**src/rtl/mod_n_counter_if.sv**
```systemverilog
// Control/status bundle for mod_n_counter: the master drives the count controls,
// the counter (slave) returns count, terminal-count and run status.
interface mod_n_counter_if #(
  parameter int WIDTH = 5
);
  logic             en;
  logic             dir;
  logic             clr;
  logic             load;
  logic [WIDTH-1:0] load_val;
  logic             start;
  logic [WIDTH-1:0] out;
  logic             tc;
  logic             wrap;
  logic             busy;
  logic             done;

  modport master (
    output en, dir, clr, load, load_val, start,
    input  out, tc, wrap, busy, done
  );

  modport slave (
    input  en, dir, clr, load, load_val, start,
    output out, tc, wrap, busy, done
  );
endinterface

```
**src/rtl/mod_n_counter.sv**
```systemverilog
// Modulo-N up/down counter with clear/load, free-running wrap mode (ONESHOT=0)
// or a start/done single-run mode (ONESHOT=1).
module mod_n_counter #(
  parameter int MODULUS = 24,
  parameter int WIDTH   = 5,
  parameter int ONESHOT = 0
) (
  input  logic               clk,
  input  logic               rst_n,
  mod_n_counter_if.slave     bus
);

  // MODULUS may equal 2**WIDTH, so the load comparison is done one bit wider.
  localparam logic [WIDTH-1:0] MAX_VAL = WIDTH'(MODULUS - 1);
  localparam logic [WIDTH:0]   MOD_W   = (WIDTH + 1)'(MODULUS);

  typedef enum logic {
    IDLE = 1'b0,
    RUN  = 1'b1
  } state_t;

  state_t           r_state;
  state_t           w_state_next;
  logic [WIDTH-1:0] r_out;
  logic [WIDTH-1:0] w_out_next;
  logic             r_wrap;
  logic             w_wrap_next;
  logic             r_done;
  logic             w_done_next;

  logic             w_tc;
  logic [WIDTH-1:0] w_step;
  logic [WIDTH-1:0] w_load_sat;

  assign w_tc       = bus.dir ? (r_out == MAX_VAL) : (r_out == '0);
  assign w_step     = bus.dir ? (w_tc ? '0 : r_out + 1'b1)
                              : (w_tc ? MAX_VAL : r_out - 1'b1);
  assign w_load_sat = ({1'b0, bus.load_val} < MOD_W) ? bus.load_val : MAX_VAL;

  always_ff @(posedge clk or negedge rst_n) begin
    if (!rst_n) begin
      r_state <= IDLE;
      r_out   <= '0;
      r_wrap  <= 1'b0;
      r_done  <= 1'b0;
    end else begin
      r_state <= w_state_next;
      r_out   <= w_out_next;
      r_wrap  <= w_wrap_next;
      r_done  <= w_done_next;
    end
  end

  // Priority clr > load > start > step; only one action per cycle.
  always_comb begin
    w_state_next = r_state;
    w_out_next   = r_out;
    w_wrap_next  = 1'b0;
    w_done_next  = 1'b0;
    if (bus.clr) begin
      w_state_next = IDLE;
      w_out_next   = '0;
    end else if (bus.load) begin
      w_out_next = w_load_sat;
    end else if ((ONESHOT != 0) && (r_state == IDLE) && bus.start) begin
      w_state_next = RUN;
      w_out_next   = bus.dir ? '0 : MAX_VAL;
    end else if (ONESHOT == 0) begin
      if (bus.en) begin
        w_out_next  = w_step;
        w_wrap_next = w_tc;
      end
    end else if ((r_state == RUN) && bus.en) begin
      // A run ends on its terminal value instead of wrapping.
      if (w_tc) begin
        w_state_next = IDLE;
        w_done_next  = 1'b1;
      end else begin
        w_out_next = w_step;
      end
    end
  end

  assign bus.out  = r_out;
  assign bus.tc   = w_tc;
  assign bus.wrap = r_wrap;
  assign bus.busy = (ONESHOT != 0) && (r_state == RUN);
  assign bus.done = r_done;

endmodule

```
**src/flat_wrapper.sv**
```systemverilog
// flat-port wrapper written by rule: the top's interface ports become plain ports
module mod_n_counter_flat 
#(
  parameter int MODULUS = 24,
  parameter int WIDTH   = 5,
  parameter int ONESHOT = 0
)
  (clk, rst_n, bus_en, bus_dir, bus_clr, bus_load, bus_load_val, bus_start, bus_out, bus_tc, bus_wrap, bus_busy, bus_done);
  mod_n_counter_if #(.WIDTH(WIDTH)) bus_i ();
  input  logic clk;
  input  logic rst_n;
  input wire logic [$bits(bus_i.en)-1:0] bus_en;
  input wire logic [$bits(bus_i.dir)-1:0] bus_dir;
  input wire logic [$bits(bus_i.clr)-1:0] bus_clr;
  input wire logic [$bits(bus_i.load)-1:0] bus_load;
  input wire logic [$bits(bus_i.load_val)-1:0] bus_load_val;
  input wire logic [$bits(bus_i.start)-1:0] bus_start;
  output wire logic [$bits(bus_i.out)-1:0] bus_out;
  output wire logic [$bits(bus_i.tc)-1:0] bus_tc;
  output wire logic [$bits(bus_i.wrap)-1:0] bus_wrap;
  output wire logic [$bits(bus_i.busy)-1:0] bus_busy;
  output wire logic [$bits(bus_i.done)-1:0] bus_done;
  assign bus_i.en = bus_en;
  assign bus_i.dir = bus_dir;
  assign bus_i.clr = bus_clr;
  assign bus_i.load = bus_load;
  assign bus_i.load_val = bus_load_val;
  assign bus_i.start = bus_start;
  assign bus_out = bus_i.out;
  assign bus_tc = bus_i.tc;
  assign bus_wrap = bus_i.wrap;
  assign bus_busy = bus_i.busy;
  assign bus_done = bus_i.done;
  mod_n_counter #(.MODULUS(MODULUS), .WIDTH(WIDTH), .ONESHOT(ONESHOT)) u_core (.clk(clk), .rst_n(rst_n), .bus(bus_i));
endmodule
```
**config.mk**
```make
export PLATFORM = sky130hd
export DESIGN_NAME = mod_n_counter_flat
export DESIGN_NICKNAME = d
export VERILOG_FILES = /design/src/rtl/mod_n_counter_if.sv /design/src/rtl/mod_n_counter.sv /design/src/flat_wrapper.sv
export SDC_FILE = /design/constraint.sdc
export NUM_CORES = 1
export LEC_CHECK = 0
export ABC_AREA = 1
export CORE_UTILIZATION = 41
export CTS_BUF_LIST = sky130_fd_sc_hd__clkbuf_16
export CTS_CLUSTER_SIZE = 40
export DETAILED_ROUTE_END_ITERATION = 16
export GPL_TIMING_DRIVEN = 0
export PLACE_DENSITY = 0.73
export SLEW_MARGIN = 20
export SYNTH_ARGS = -nofsm -noshare
export SYNTH_HDL_FRONTEND = slang
export SYNTH_SLANG_ARGS = --single-unit
```
**constraint.sdc**
```tcl
create_clock -name clk -period 1.4 [get_ports clk]
set_input_delay 0.42 -clock clk [delete_from_list [all_inputs] [get_ports clk]]
set_output_delay 0.42 -clock clk [all_outputs]
set_load 0.02 [all_outputs]
```
== Yosys cells after proc, flatten, opt, wreduce, memory -nomap -nowiden ==
Index checks and enable logic that the tools add are counted.
Cells by class
  divide/modulo/power cells: 0
  add/sub/neg operators: 2
  reduce and logical (&&, ||, !) cells: 2
  multiplexer cells: 11
  $lt $le $gt $ge: 1
  shifts and indexed selects: 0
  $mul: 0
  bitwise logic cells: 0
  eq/ne operators: 1
Operators with widths (number)
  $mux 5: 7
  $add 5x1->5 const B: 1
  $eq 5x5->1 const B: 1
  $logic_not 5->1: 1
  $lt 5x5->1 const B: 1
  $sub 5x1->5 const B: 1
  $mux 1: 4
  $reduce_bool 3->1: 1
Word-level totals
  bits in latches: 0
  output and inout port bits: 9
  bits in writable memories: 0
  memories: 0
  bits in read-only memories: 0
  register bits: 6
  input bits: 12
  logic and storage cells: 19

== Depth between registers and ports, before layout ==
  word-level depth: 7
  gate-level depth with buffers: 10
  mapped depth without buffers: 10

== Worst setup path after synthesis ==
No wires, ideal clock.
  kind: reg2out
  from: register u_core.r_out[1] (netlist: u_core.bus.out[1])
  to: output port bus_tc
  buffers on the path: 0
  data required time: 0.980 ns
  setup slack: -0.202 ns
  arrival: 1.182 ns
  cell stages (with the launch flop): 8
  cells stage by stage: dfrtp_1 > ha_1 > nand2_2 > inv_2 > nand2_2 > nand2_1 > nand2_2 > inv_1
Between the ends
  longest elaborated chain between the ends: 2
  elaborated cells on any way between the ends: 3
  those cells by class: 1 x eq/ne; 1 x mux; 1 x reduce/logical
RTL lines
  from (decl): RTL line mod_n_counter.sv:24  | logic [WIDTH-1:0] r_out;
  from (signal assigned): RTL line mod_n_counter.sv:48  | r_out <= w_out_next;
  $eq 5x5->1 or $logic_not 5->1 (tied branches): RTL line mod_n_counter.sv:35  | assign w_tc = bus.dir ? (r_out == MAX_VAL) : (r_out == '0);
  $mux 1 *: RTL line mod_n_counter.sv:35
  to (decl): RTL line flat_wrapper.sv:19  | output wire logic [$bits(bus_i.tc)-1:0] bus_tc;
Every way passes the cells marked *; elsewhere a longest branch is shown, timed or not.

== Final worst setup path ==
  from: register u_core.r_out[0] (netlist: u_core.bus.out[0])
  to: output port bus_tc
Same word-level chain as after synthesis.

==> run_results.csv <==
group,metric,value,unit
sta,fin_ws,-342,ps
layout,fin_nets,140,
clocking,cts_sinks,6,
synth,ys.flop_type,"dfrtp_1",
sta,setup-violations-final,6,
synth,synth-seq-cells,6,
floorplanning,rows,12,
power_and_ir_drop,power_density,1050,nW/um^2
floorplanning,fp.dieArea,1460,sq um
drt,wl,2080,microns
place,io_buffers,17,
worst_setup_path,criticalPathCategory,"flop to output port",
grt,grt_max_degree,9,
worst_setup_path,required,980,ps
layout,synthToLayoutAreaGrowth,86.3,%
floorplanning,die_w,38.3,microns
layout,insertedDiodeCount,0,
drt,drt-wirelength-per-cell,15.1,microns
layout,n_fill_cell,69,
synth,ys_async_sr_fraction,100,%
synth,synth_edf_count,0,
layout,finalNonFillerCells,138,
power_and_ir_drop,power.total,1.05,mW
clocking,cts_max_level,1,
drt,via_count,741,
drt,ant_nets,0,
synth,syn_area,539,sq um
synth,ys_warn_count,0,
power_and_ir_drop,power.static_leakage,0.529,nW
place,place_area,758,sq um
synth,synth.cells.most_frequent,"23 x nand2_1, 13 x inv_1, 7 x nor2_1",
grt,antenna_found_initial,0,
sta,finalMaxSlewViolations,0,
grt,grtUsageTotal,26.3,%
synth,yosys.area.top_type_share,27.8,%
sta,rsz0062_at_grt,"yes",
floorplanning,num_io_pins,21,
floorplanning,core_area,1170,sq um
grt,grt_pass1_vias,625,
clocking,clkLatencyLatePin,230,ps
grt,grt_overflow,0,
clocking,cts_tree,"yes",
synth,synth_area_leaders,"dfrtp_1 28%, nand2_1 16%, inv_1 9.0%",
synth,synth.most_common_cell,"nand2_1",
sta,finalCritPeriodShare,124,%
place,dp_hpwl,1040,microns
drt,via_per_inst,5.37,
floorplanning,start_util,46.0,%
clocking,cts_buffers,3,
synth,syn-mean-instance-area,6.34,sq um
drt,drt-pass1-iter-count,4,
worst_setup_path,cp-start-kind,"flop",
min_path,holdCritPathClass,"input pin to asynchronous set/reset pin",
synth,seq_area_frac_synth,27.8,%
synth,synth_cells,85,
layout,drive_gt1_share,40.3,%
clocking,root_buffer,"clkbuf_16",
worst_setup_path,crit_fanout,3,
power_and_ir_drop,max-vdd-ir-drop,0.655,mV
floorplanning,die_h,38.3,microns
sta,max_freq,0.574,GHz
place,gp_congestion,0.797,
drt,post-route-drc-count,0,
synth,synth.largest_area_cell,"dfrtp_1",
outcome,status,"finished with violations",
sta,fin_crit,1740,ps
synth,synth_cell_type_count,18,
run,max_cap_violations,0,
worst_setup_path,endpoint_kind,"output port",
sta,finalClockSkew,3.99,ps
clocking,cts_max_path_buffers,2,
clocking,clk_pin_slew,40,ps
place,dp_cells,117,
drt,first_iter_violations,53,
outcome,violations,"setup timing",
layout,fin_area,1000,sq um
worst_setup_path,worstPathArrival,1320,ps
sta,hold_viol_final,0,
grt,grt_pass1_wl,2610,microns
## layout make-up
| class | instances | area [sq um] | area share [%] |
|---|---|---|---|
| clock buffer | 3 | 75.1 | 7.47 |
| buffer | 2 | 15.0 | 1.49 |
| sequential | 6 | 155 | 15.4 |
| multi-input combinational | 63 | 374 | 37.2 |
| tap | 14 | 17.5 | 1.74 |
| inverter | 15 | 56.3 | 5.60 |
| timing repair buffer | 35 | 312 | 31.0 |
## cell usage in the layout, fill, tap and decap left out
cell             netlist  layout
a21oi_1                6       6
buf_2                  0       1
buf_4                  2      16
buf_6                  0       6
clkbuf_16              0       3
clkbuf_2               0       1
clkdlybuf4s15_2        0       2
clkdlybuf4s50_1        0       8
conb_1                 1       2
dfrtp_1                6       2
dfrtp_2                0       4
dlygate4sd2_1          0       3
ha_4                   0       2
inv_1                 13      10
inv_2                  2       5
nand2_1               23      22
nand2_2                4       3
nand2_4                0       2
nand3_1                2       2
nand3_2                3       2
nand3_4                0       1
nor2_1                 7       6
nor2_4                 0       1
nor3_1                 2       2
nor4_2                 1       1
o211ai_1               1       1
o21ai_0                6       5
o21ai_1                3       4
or2_1                  1       1
## routing by layer
layer / up-vias / part of all wire [%] / global-route usage, %
met5: - / 0 / 0
met4: 0 / 5.7 / 11.6
met3: 14 / 6.9 / 2.33
met2: 56 / 49 / 47.9
met1: 329 / 38 / 30.6
li1: 342 / - / -
## per-stage QoR
stage / TNS (ps) / hold WS, ps / setup WS (ps) / util, %
after floorplan: -63.4 / 124 / -63.4 / -
after global placement: -2890 / 543 / -971 / 64.7
after detailed placement: -3040 / 553 / -981 / 64.7
after CTS: -611 / 446 / -327 / 79.8
after global routing: -1300 / 469 / -387 / 85.8
final: -958 / 445 / -342 / 85.8
## power breakdown
part	internal (mW)	switching [mW]	total [mW]	leakage [nW]
combinational	0.183	0.191	0.374	0.419
sequential	0.193	0.0301	0.223	0.0725
clock	0.366	0.0918	0.458	0.0370
## worst max-delay path: stages (launching register included)
cell,delay (ps)
dfrtp_2,430
ha_4,180
nand2_4,80
inv_2,50
nand2_2,70
nand2_2,50
nand2_2,80
inv_2,40
buf_6,120
## flip-flops by register name, indices dropped and copies added (netlist names)
signal,cells
u_core.bus.out,5
u_core.bus.wrap,1
## kinds of logic after synthesis
logic type / after synthesis / share of synthesized area, %
and+or+nand+nor: 43 / 38.3
adders and majority gates: 2 / 4.64
buffers and inverters: 17 / 13.2
other: 1 / 0.695
AOI/OAI and AO/OA: 16 / 15.3
DFF: 6 / 27.8
## timing repair
item / 4_1_cts / 5_1_grt
setup endpoints to repair: 12 / 7
gates resized for setup: 31 / 10
pin swaps: 6 / 5
hold buffers: 0 / 0
gates cloned: 0 / 0
buffers inserted: 14 / 5
## worst paths after layout
check,startpoint,slack [ps],cells past startpoint,end
setup / recovery,u_core.bus.out[0],-340,8,bus_tc
hold / removal,rst_n,440,1,u_core.bus.out[2]
setup reg to reg,u_core.bus.out[0],-260,12,u_core.bus.out[3]
hold reg to reg,u_core.bus.out[3],650,2,u_core.bus.out[3]
max in group asynchronous,rst_n,710,1,u_core.bus.out[0]
min in group clk,bus_load,630,2,u_core.bus.wrap
No activity file was read; power rests on OpenSTA's default activity.
